`src/rtl/spi_reg_bridge.sv`:
```
// Register-file bridge behind an SPI slave: one command byte {rw, addr}, then a
// data byte for writes or a single response byte for reads, one per ss_n frame.

module spi_reg_cell (
  input  logic       clk,
  input  logic       rst_n,
  input  logic       we,
  input  logic [7:0] din,
  output logic [7:0] q
);
  always_ff @(posedge clk or negedge rst_n) begin
    if (!rst_n)  q <= 8'h00;
    else if (we) q <= din;
  end
endmodule

module spi_reg_bridge #(
  parameter int         REG_COUNT = 8,
  parameter logic [7:0] ERR_BYTE  = 8'hEE
) (
  input  logic                   clk,
  input  logic                   rst_n,
  input  logic [7:0]             rx_data,
  input  logic                   rx_valid,
  output logic [7:0]             tx_data,
  output logic                   tx_valid,
  input  logic                   tx_done,
  input  logic                   ss_n,
  output logic [8*REG_COUNT-1:0] regs_flat,
  output logic                   wr_strobe,
  output logic [6:0]             wr_addr,
  output logic                   err
);
  localparam logic [1:0] IDLE    = 2'd0;
  localparam logic [1:0] WR_DATA = 2'd1;
  localparam logic [1:0] RD_WAIT = 2'd2;
  localparam logic [1:0] DRAIN   = 2'd3;
  localparam logic [7:0] RC      = 8'(REG_COUNT);

  logic [1:0]                  state;
  logic [6:0]                  addr;
  logic                        in_range;
  logic                        wr_hit;
  logic [7:0]                  rd_byte;
  logic [REG_COUNT-1:0][7:0]   regs;

  assign in_range  = ({1'b0, addr} < RC);
  // A data byte only commits if the frame is still open on that same edge.
  assign wr_hit    = (state == WR_DATA) && rx_valid && !ss_n && in_range;
  assign regs_flat = regs;

  genvar g;
  generate
    for (g = 0; g < REG_COUNT; g++) begin : g_reg
      spi_reg_cell u_cell (
        .clk  (clk),
        .rst_n(rst_n),
        .we   (wr_hit && (addr == 7'(g))),
        .din  (rx_data),
        .q    (regs[g])
      );
    end
  endgenerate

  always_comb begin
    rd_byte = ERR_BYTE;
    for (int i = 0; i < REG_COUNT; i++)
      if (addr == 7'(i)) rd_byte = regs[i];
  end

  always_ff @(posedge clk or negedge rst_n) begin
    if (!rst_n) begin
      state     <= IDLE;
      addr      <= 7'd0;
      tx_data   <= 8'h00;
      tx_valid  <= 1'b0;
      wr_strobe <= 1'b0;
      wr_addr   <= 7'd0;
      err       <= 1'b0;
    end else begin
      wr_strobe <= 1'b0;
      if (ss_n) begin
        // Frame closed: abandon whatever was in flight.
        state    <= IDLE;
        tx_valid <= 1'b0;
      end else begin
        case (state)
          IDLE: if (rx_valid) begin
            addr  <= rx_data[6:0];
            state <= rx_data[7] ? WR_DATA : RD_WAIT;
          end
          WR_DATA: if (rx_valid) begin
            if (in_range) begin
              wr_strobe <= 1'b1;
              wr_addr   <= addr;
            end else begin
              err <= 1'b1;
            end
            state <= DRAIN;
          end
          RD_WAIT: begin
            // Response is loaded once; tx_done is meaningless until it is offered.
            if (!tx_valid) begin
              tx_valid <= 1'b1;
              tx_data  <= rd_byte;
              if (!in_range) err <= 1'b1;
            end else if (tx_done) begin
              tx_valid <= 1'b0;
              state    <= DRAIN;
            end
          end
          DRAIN:   ;
          default: state <= IDLE;
        endcase
      end
    end
  end
endmodule

```
`config.mk`:
```
export PLATFORM = sky130hd
export DESIGN_NAME = spi_reg_bridge
export DESIGN_NICKNAME = d
export VERILOG_FILES = /design/src/rtl/spi_reg_bridge.sv
export SDC_FILE = /design/constraint.sdc
export NUM_CORES = 1
export LEC_CHECK = 0
export ABC_AREA = 0
export ABC_CLOCK_PERIOD_IN_PS = 6450
export BUFFER_PORTS_ARGS = -buffer_cell sky130_fd_sc_hd__buf_2
export CORE_ASPECT_RATIO = 1.75
export CORE_MARGIN = 8
export CORE_UTILIZATION = 45
export DETAILED_ROUTE_END_ITERATION = 8
export GPL_TIMING_DRIVEN = 0
export PLACE_DENSITY = 0.68
export RECOVER_POWER = 50
export SLEW_MARGIN = 40
export SYNTH_ARGS = -nofsm -noshare
export SYNTH_HDL_FRONTEND = slang
export SYNTH_HIERARCHICAL = 1
export SYNTH_SLANG_ARGS = --single-unit
```
`constraint.sdc`:
```
create_clock -name clk -period 6.45 [get_ports clk]
set_input_delay 0.645 -clock clk [delete_from_list [all_inputs] [get_ports clk]]
set_output_delay 0.645 -clock clk [all_outputs]
set_load 0.03 [all_outputs]
```
==> run metrics, run 1 <==
status=finished, violations left; failing checks=capacitance limit, slew limit; CTS root buf=clkbuf_16; GRT overflow=0; initial antenna violation count=0; total chip power=approximately 2.0 mW; CTS tree=done; Starting Density=46.32%; Die ar.=roughly 13000 µm²; die height=about 150 µm; hold_ws=around 470 ps; Routed Antenna Nets=0; vias per cell=5.485; VDD IR max=approximately 210 µV; post-synthesis sequential area ratio=51.93%; Cell Rows=47; wire per inst=around 21 µm; Synth Area in Adders=0.8559%; die width=between 90 and 100 µm; Worst Path Max Fanout=8; top_reg_cell synth=dfrtp_1; vias in the first global route=roughly 3400; global-route wire length before repair=approximately 19000 µm; syn avg cell area=about 13 µm²; Mapped Cells=327; Worst Setup End Kind=flip-flop; Commonest cells post-synth=91 x dfrtp_1, 64 x mux2_4, 14 x o21ai_0; final hold vios=0; Net Count, Synth=343; Max-Cap Viols=1; Nets=approximately 450; CTS resizes=0; diodes inserted=0; Critical Path AT=approximately 2800 ps; post-DP HPWL=between 8000 and 9000 µm; slew margin rel.=-47.41%; WL final=11700 µm; DRC=0; gr usage total=a little under a fifth; Clock Tree Buf Depth=2; post-synthesis mux area share=around 26%; most frequent cell after synthesis=dfrtp_1; GPL Wtd Cong=0.8521; Setup violations, final=0; initial DRC count=between 200 and 250; simple-gate share of the synthesized area=roughly 7.6%; Final Slew Violations=40; Inserted Clock Buffers=9; Multi-input gate area=roughly 1900 µm²; yosys warns=6; Mapped Area=~4400 µm²; largest net degree at the start of global routing=53; worst-margin pin slew=2211 ps; flop2flop setup slack=3840 ps; Register Area=2277 µm²; fmax=0.3838 GHz; largest family of logic cells by synthesized area=multiplexers; Worst Hold Class=flip-flop to flip-flop; Fill cells=just over 800; FFs w/ async S/R, synth=100.0%; CTS clk-pin slew, worst paths=roughly 70 ps; pwr dens=around 370 nW/µm²; TNS Setup=0 ps; Yosys cell types=43; Core ar.=9468 µm²; share of layout cells above drive strength 1=between 30% and 40%; RSZ-0062 raised after global routing=no; DR pass1 iterations=5; I/O pin total=95; Synth top area share=51.93%; Yosys top cell by area=dfrtp_1; XOR/XNOR share of the synthesized area=0%; setup repair bufs after CTS=0; vias post-DR=just over 3000; startpoint type of the worst setup path=flip-flop; # H-tree levels=3; crit path kind=flip-flop to flip-flop; clock insertion delay at the later pin of the skew report=about 340 ps; final core occ=56.19%; area grow syn2layout=21.31%; Required @ worst endpoint=6670 ps; skew final=between 7 and 8 ps; Synth Area in Compound Gates=10.04%; leak pwr=approximately 2.6 nW; Synth area leaders=dfrtp_1 52%, mux2_4 22%, buf_6 2.1%, mux2_2 2.1%, mux2i_1 1.8%; cts hold-fix bufs=0; final worst path period need=between 2000 and 3000 ps; Post-synth EDFFs=0; Final Cycle Share=between 40% and 50%; Seq cells post-synth=between 90 and 100; TritonCTS Sinks=a little over 90; PortBufs=94
[worst max-delay path, stage by stage, from the launching register on]
cell,delay [ps]
dfrtp_1,390
nor4_1,720
nand3_1,230
inv_1,210
nand3_1,160
nor3_1,250
buf_6,220
mux2_4,310
[stage by stage]
step / std cells / area (µm²) / setup slack [ps]
final: 559 / 5320 / 3845
after global routing: 559 / 5320 / 3639
after CTS: 559 / 5369 / 3823
after detailed placement: 544 / 5042 / 3843
after global placement: 543 / 5009 / 3870
after floorplan: 327 / 4385 / 4431
[cells by family after synthesis]
logic type	Yosys count
fa+ha+maj	3
buf+inv	25
flops	91
mux	80
simple gates	62
compound gates	66
[placed cells by master, fill, tap and decap left out, types with 2 or more instances in the layout]
cell	count
mux2_2	8
a221o_1	6
o22ai_1	6
a21oi_1	10
nand3_1	2
inv_1	5
clkbuf_1	42
o21a_1	6
or3b_2	2
nor3_1	5
mux2_4	64
clkbuf_16	9
nand2_1	13
dfrtp_1	91
or3_1	2
buf_2	62
and3_1	2
buf_6	8
nor2b_1	7
mux2i_1	8
ha_1	3
nor4_1	2
a211oi_1	7
nand2b_1	9
a31oi_1	7
nor2_1	11
and2_1	4
bufinv_16	2
o21ai_0	14
clkbuf_8	3
[sequential cells by signal, indices dropped and copies added, names as in the netlist]
signal      count
g.u_cell/q     64
tx_data         8
addr            7
wr_addr         7
state           2
err             1
tx_valid        1
wr_strobe       1
[worst paths after layout]
check                                                   end                 from  cells past startpoint
max                        g_reg[4].u_cell/q[2]$_DFFE_PN0P_  addr[4]$_DFFE_PN0P_                      7
min                                         err$_DFFE_PN0P_      err$_DFFE_PN0P_                      1
max reg2reg                g_reg[4].u_cell/q[2]$_DFFE_PN0P_  addr[4]$_DFFE_PN0P_                      7
min reg2reg                                 err$_DFFE_PN0P_      err$_DFFE_PN0P_                      1
max in group asynchronous  g_reg[4].u_cell/q[3]$_DFFE_PN0P_                rst_n                      1
min in group asynchronous  g_reg[3].u_cell/q[4]$_DFFE_PN0P_                rst_n                      1
[power breakdown]
| part | total, mW | internal [mW] | switching, mW | leakage, nW |
|---|---|---|---|---|
| Clock | 0.575 | 0.358 | 0.217 | 0.162 |
| Sequential | 0.715 | 0.654 | 0.0616 | 1.22 |
| Combinational | 0.664 | 0.239 | 0.425 | 1.18 |
| Total | 1.95 | 1.25 | 0.703 | 2.56 |
[layout make-up]
cell class              instances  area share (%)
plain buffers                  20           2.775
clock buffers                  11           4.751
clock inverters                 4           1.388
inverters                       5          0.3528
multi-input cells             211           36.48
flip-flops and latches         91           42.80
well taps                     122           2.869
repair buffers                 95           8.584
[metal layers]
layer	vias up	routed length (µm)	global-route usage (%)	share of wire, %
met3	22	412	3.337	3.5
met5	-	0	0	0
met4	0	286	8.718	2.4
met2	79	6323	32.51	54
met1	1568	4676	19.73	40
li1	1397	-	-	-
No activity file was read; power rests on OpenSTA's default activity.
==> run 2, diff against run 1 <==
--- a/config.mk
+++ b/config.mk
@@ -6,7 +6,7 @@
 export NUM_CORES = 1
 export LEC_CHECK = 0
 export ABC_AREA = 0
-export ABC_CLOCK_PERIOD_IN_PS = 6450
+export ABC_CLOCK_PERIOD_IN_PS = 2700
 export BUFFER_PORTS_ARGS = -buffer_cell sky130_fd_sc_hd__buf_2
 export CORE_ASPECT_RATIO = 1.75
 export CORE_MARGIN = 8
==> constraint.sdc (replaced) <==
create_clock -name clk -period 2.7 [get_ports clk]
set_input_delay 0.27 -clock clk [delete_from_list [all_inputs] [get_ports clk]]
set_output_delay 0.27 -clock clk [all_outputs]
set_load 0.03 [all_outputs]
==> run metrics, run 2 (synthesized netlist as in run 1, its figures left out) <==
share of layout cells above drive strength 1=36.30% (was 37.76%); largest net degree at the start of global routing=53 (unchanged); Inserted Clock Buffers=9 (unchanged); CTS tree=done (unchanged); dpl cell area=5042 µm² (unchanged); Nets=450 (was 449); Reg-to-Reg Start=addr[4]$_DFFE_PN0P_ (unchanged); DRC=0 (unchanged); crit path cell chain=nor4_2, nand3_1, inv_1, nand3_1, nor3_1, buf_6, mux2_4 (was nor4_1, nand3_1, inv_1, nand3_1, nor3_1, buf_6, mux2_4); Fill cells=823 (was 821); Die ar.=13280 µm² (unchanged); initial DRC count=222 (was 223); initial antenna violation count=0 (unchanged); # H-tree levels=3 (unchanged); TNS Setup=0 ps (unchanged); gr usage total=18.09% (was 18.08%); crit path kind=flip-flop to flip-flop (unchanged); Required @ worst endpoint=2920 ps (was 6670 ps); Design Area, Final=5333 µm² (was 5320 µm²); clock insertion delay at the later pin of the skew report=340 ps (about the same); Max-Cap Viols=1 (unchanged); Cell Rows=47 (unchanged); Worst Path Max Fanout=8 (unchanged); fmax=0.4230 GHz (was 0.3838 GHz); Critical Path AT=2590 ps (was 2830 ps); skew final=6.612 ps (was 7.094 ps); area grow syn2layout=21.60% (was 21.31%); DR pass1 iterations=4 (was 5); Final Slew Violations=40 (unchanged); Clock Tree Buf Depth=2 (unchanged); Setup violations, final=0 (unchanged); PortBufs=94 (unchanged); wire per inst=20.99 µm (was 20.93 µm); GRT overflow=0 (unchanged); largest stage delay on the critical path=520 ps (was 720 ps); CTS clk-pin slew, worst paths=60 ps (was 70 ps); Core ar.=9468 µm² (unchanged); diodes inserted=0 (unchanged); startpoint type of the worst setup path=flip-flop (unchanged); die width=90.63 µm (unchanged); reg2reg path depth=7 (unchanged); global-route wire length before repair=18760 µm (was 18740 µm); CP max-delay cell=nor4_2 (was nor4_1); WL final=11750 µm (was 11700 µm); final worst path period need=2364 ps (was 2605 ps); vias in the first global route=3370 (was 3366); Final Cycle Share=87.55% (was 40.39%); commonest non-fill, non-tap cell in the layout=dfrtp_1 (unchanged); TritonCTS Sinks=91 (unchanged); HP Start=tx_done (was err$_DFFE_PN0P_); I/O pin total=95 (unchanged); commonest non-fill, non-tap cells in the layout=91 x dfrtp_1, 64 x mux2_4, 55 x buf_2 (was 91 x dfrtp_1, 64 x mux2_4, 62 x buf_2); vias post-DR=3063 (was 3066); Starting Density=46.32% (unchanged); Worst Hold Class=input pin to flip-flop (was flip-flop to flip-flop); worst setup path start=addr[4]$_DFFE_PN0P_ (unchanged); leak pwr=2.533 nW (was 2.556 nW); hold_ws=134.6 ps (was 465.1 ps); max reg flops=64 (unchanged); VDD IR max=494.2 µV (was 205.3 µV); status=finished, violations left (unchanged); worst-margin pin slew=1821 ps (was 2211 ps); Most Frequent Cell on Critical Path=nand3_1 (unchanged); post-DP HPWL=8654 µm (unchanged); final hold vios=0 (unchanged); slew margin rel.=-21.38% (was -47.41%); top flop regs=g.u_cell/q (64), tx_data (8) (unchanged); Worst Setup End Kind=flip-flop (unchanged); GPL Wtd Cong=0.8521 (unchanged); Routed Antenna Nets=0 (unchanged); die height=146.6 µm (unchanged); pwr dens=877.5 nW/µm² (was 367.5 nW/µm²); failing checks=capacitance limit, slew limit (unchanged); total chip power=4.679 mW (was 1.955 mW); setup repair bufs after CTS=0 (unchanged); RSZ-0062 raised after global routing=no (unchanged); vias per cell=5.470 (was 5.485); CTS root buf=clkbuf_16 (unchanged); largest register by flop count=g.u_cell/q (unchanged); hold-critical path depth=2 (was 1)
run 2: final timing paths:
check,to,slack [ps]
worst max-delay path,g_reg[4].u_cell/q[2]$_DFFE_PN0P_,340
worst min-delay path,tx_valid$_DFFE_PN0P_,130
worst max register to register,g_reg[4].u_cell/q[2]$_DFFE_PN0P_,340
worst min register to register,err$_DFFE_PN0P_,470
max in group asynchronous,g_reg[4].u_cell/q[3]$_DFFE_PN0P_,540
min in group asynchronous,g_reg[3].u_cell/q[4]$_DFFE_PN0P_,1100
run 2: layer usage:
metal	share of wire [%]	vias to the layer above	track usage [%]
met2	54	81	32.51
met5	0	-	0
met3	3.7	20	3.337
li1	-	1401	-
met1	40	1561	19.76
met4	2.2	0	8.718
run 2: cell type report:
type                            count  area, µm²  area share, %
Buffer                             20      148.9          2.792
Clock buffer                       11      252.7          4.740
Clock inverter                      4      73.82          1.384
Inverter                            5      18.77         0.3519
Multi-Input combinational cell    211       1947          36.51
Sequential cell                    91       2277          42.70
Tap cell                          122      152.6          2.863
Timing Repair Buffer               96      461.7          8.658
run 2: worst max-delay path: cells and delay by family (launching register included):
family	cells	cell delay, ps
AND/OR/NAND/NOR	4	1110
multiplexers	1	310
buffers and inverters	2	420
flip-flops	1	400
run 2: report_power, final:
| group | switching, mW | internal [mW] | total [mW] |
|---|---|---|---|
| clock | 0.516 | 0.856 | 1.37 |
| combinational | 1.02 | 0.574 | 1.59 |
| sequential | 0.152 | 1.56 | 1.71 |
| total | 1.69 | 2.99 | 4.68 |
run 2: repair_timing:
action,4_1_cts,5_1_grt
hold buffers,1,0
hold endpoints to repair,39,0
setup endpoints to repair,0,13
gates resized for setup,0,1
run 2: metrics by stage:
| step | instances | setup WS, ps | utilization, % |
|---|---|---|---|
| after global placement | 543 | 120.2 | 52.90 |
| after CTS | 560 | 72.91 | 56.81 |
| after detailed placement | 544 | 92.87 | 53.26 |
| final | 560 | 336.0 | 56.32 |
| after global routing | 560 | 152.7 | 56.32 |
| after floorplan | 327 | 681.1 | - |
==> run 3, diff against run 2 <==
--- a/config.mk
+++ b/config.mk
@@ -8,13 +8,12 @@
 export ABC_AREA = 0
 export ABC_CLOCK_PERIOD_IN_PS = 2700
 export BUFFER_PORTS_ARGS = -buffer_cell sky130_fd_sc_hd__buf_2
-export CORE_ASPECT_RATIO = 1.75
 export CORE_MARGIN = 8
-export CORE_UTILIZATION = 45
+export CORE_UTILIZATION = 32
 export DETAILED_ROUTE_END_ITERATION = 8
 export GPL_TIMING_DRIVEN = 0
-export PLACE_DENSITY = 0.68
 export RECOVER_POWER = 50
+export SETUP_SLACK_MARGIN = 0.05
 export SLEW_MARGIN = 40
 export SYNTH_ARGS = -nofsm -noshare
 export SYNTH_HDL_FRONTEND = slang
==> run metrics, run 3 (synthesized netlist as in run 1, its figures left out) <==
initial DRC count=122 (was 222); startpoint type of the worst setup path=flip-flop (unchanged); TNS Setup=0 ps (unchanged); # H-tree levels=3 (unchanged); DR pass1 iterations=4 (unchanged); Worst Setup EP=g_reg[4].u_cell/q[0]$_DFFE_PN0P_ (was g_reg[4].u_cell/q[2]$_DFFE_PN0P_); worst-margin pin slew=1713 ps (was 1821 ps); leak pwr=2.515 nW (was 2.533 nW); switching power=1.730 mW (was 1.688 mW); status=finished, violations left (unchanged); vias post-DR=3065 (was 3063); Final Slew Violations=37 (was 40); P_int=2.881 mW (was 2.992 mW); Setup violations, final=0 (unchanged); TritonCTS Sinks=91 (unchanged); largest register by flop count=g.u_cell/q (unchanged); global-route wire length before repair=19490 µm (was 18760 µm); slew margin rel.=-14.20% (was -21.38%); commonest non-fill, non-tap cells in the layout=91 x dfrtp_1, 64 x mux2_4, 55 x buf_2 (unchanged); clock insertion delay at the later pin of the skew report=340 ps (about the same); Design Area, Final=5376 µm² (was 5333 µm²); die width=133.1 µm (was 90.63 µm); DRC=0 (unchanged); Clock Tree Buf Depth=2 (unchanged); I/O pin total=95 (unchanged); Max-Cap Viols=1 (unchanged); Starting Density=32.99% (was 46.32%); Die ar.=17710 µm² (was 13280 µm²); RSZ-0062 raised after global routing=no (unchanged); final worst path period need=2319 ps (was 2364 ps); setup repair bufs after CTS=0 (unchanged); vias per cell=4.984 (was 5.470); Routed Antenna Nets=0 (unchanged); Clk pwr share=27.5% (was 29.3%); Final Cycle Share=85.87% (was 87.55%); skew final=6.672 ps (was 6.612 ps); share of layout cells above drive strength 1=36.45% (was 36.30%); area grow syn2layout=22.60% (was 21.60%); max reg flops=64 (unchanged); wire per inst=20.21 µm (was 20.99 µm); CTS root buf=clkbuf_16 (unchanged); GPL Wtd Cong=0.8042 (was 0.8521); worst setup path start=addr[4]$_DFFE_PN0P_ (unchanged); Cell Rows=42 (was 47); Nets=450 (unchanged); Required @ worst endpoint=2920 ps (about the same); CTS tree=done (unchanged); commonest non-fill, non-tap cell in the layout=dfrtp_1 (unchanged); diodes inserted=0 (unchanged); CTS clk-pin slew, worst paths=70 ps (was 60 ps); Worst Path Max Fanout=8 (unchanged); combinational power share=35.1% (was 34.0%); reg2reg path depth=7 (unchanged); PortBufs=94 (unchanged); Core ar.=13300 µm² (was 9468 µm²); Worst Hold Class=input pin to flip-flop (unchanged); HP Start=tx_done (unchanged); fmax=0.4313 GHz (was 0.4230 GHz); initial antenna violation count=0 (unchanged); flop2flop setup slack=380 ps (was 340 ps); Reg2Reg Capture Point=g_reg[4].u_cell/q[0]$_DFFE_PN0P_ (was g_reg[4].u_cell/q[2]$_DFFE_PN0P_); VDD IR max=478.5 µV (was 494.2 µV); die height=133.1 µm (was 146.6 µm); vias in the first global route=3220 (was 3370); failing checks=capacitance limit, slew limit (unchanged); final hold vios=0 (unchanged); Worst Setup End Kind=flip-flop (unchanged); WL final=12430 µm (was 11750 µm); Inserted Clock Buffers=9 (unchanged); GRT overflow=0 (unchanged); Reg-to-Reg Start=addr[4]$_DFFE_PN0P_ (unchanged); pwr dens=857.5 nW/µm² (was 877.5 nW/µm²); post-DP HPWL=9271 µm (was 8654 µm); largest net degree at the start of global routing=56 (was 53); Critical Path AT=2540 ps (was 2590 ps); sequential power share=37.3% (was 36.6%); crit path kind=flip-flop to flip-flop (unchanged); top flop regs=g.u_cell/q (64), tx_data (8) (unchanged); switching share of power=37.52% (was 36.06%); gr usage total=14.19% (was 18.09%); dpl cell area=5110 µm² (was 5042 µm²)
[run 3: changes by cell type in the layout (fill, tap and decap cells not counted), sizes merged]
cell	delta
bufinv	-1
clkbuf	-1
inv	+1
clkinvlp	+2
[run 3: how the worst min path moves through the flow]
stage / cells past startpoint / endpoint / slack, ps
after floorplan: 0 / addr[0]$_DFFE_PN0P_ / -30
after global placement: 1 / err$_DFFE_PN0P_ / 450
after detailed placement: 1 / tx_data[7]$_DFFE_PN0P_ / 200
after CTS: 2 / tx_valid$_DFFE_PN0P_ / 120
after global routing: 2 / tx_valid$_DFFE_PN0P_ / 120
final: 2 / tx_valid$_DFFE_PN0P_ / 130
[run 3: stage by stage]
step | std cells | utilization (%) | hold slack (ps) | power, mW | setup slack (ps)
4_1_cts | 615 | 40.79 | 116.4 | 4.666 | 103.6
3_5_place_dp | 598 | 38.43 | 198.8 | 3.386 | 126.1
2_1_floorplan | 327 | - | -25.59 | 2.836 | 681.1
3_3_place_gp | 597 | 38.18 | 451.8 | 3.348 | 107.6
6_report | 615 | 40.44 | 128.6 | 4.611 | 381.4
5_1_grt | 615 | 40.44 | 120.0 | 4.833 | 229.6
[run 3: timing repair]
| action | 4_1_cts | 5_1_grt |
|---|---|---|
| endpoints found under the hold margin | 36 | 0 |
| resized for setup | 0 | 1 |
| hold buffers | 1 | 0 |
| setup endpoints to repair | 0 | 25 |
[run 3: worst max-delay path, cell delays in order (launching register included)]
cell	delay (ps)
dfrtp_1	400
nor4_2	480
nand3_1	190
inv_1	210
nand3_1	180
nor3_1	230
buf_6	200
mux2_4	310
[run 3: area by class of cell]
class / count / area (µm²)
buffer: 20 / 148.9
clock buffer: 10 / 239.0
clock inverter: 6 / 63.81
fill: 1307 / 7919
inverter: 5 / 18.77
multi-input combinational: 211 / 1947
sequential: 91 / 2277
tap: 176 / 220.2
timing repair buffer: 96 / 461.7
[run 3: per-layer routing]
layer | vias up | track usage, % | wire length (µm)
li1 | 1401 | - | -
met1 | 1569 | 17.98 | 5690
met2 | 84 | 22.99 | 5930
met3 | 11 | 3.823 | 644
met4 | 0 | 4.416 | 164
met5 | - | 0 | 0
[run 3: power groups by stage]
stage          registers [mW]  logic [mW]  clock network [mW]
4_1_cts                  1.71        1.66                1.30
6_report                 1.72        1.62                1.27
5_1_grt                  1.75        1.75                1.34
3_5_place_dp             1.73        1.65                   0
2_1_floorplan            1.97       0.868                   0
3_3_place_gp             1.72        1.63                   0
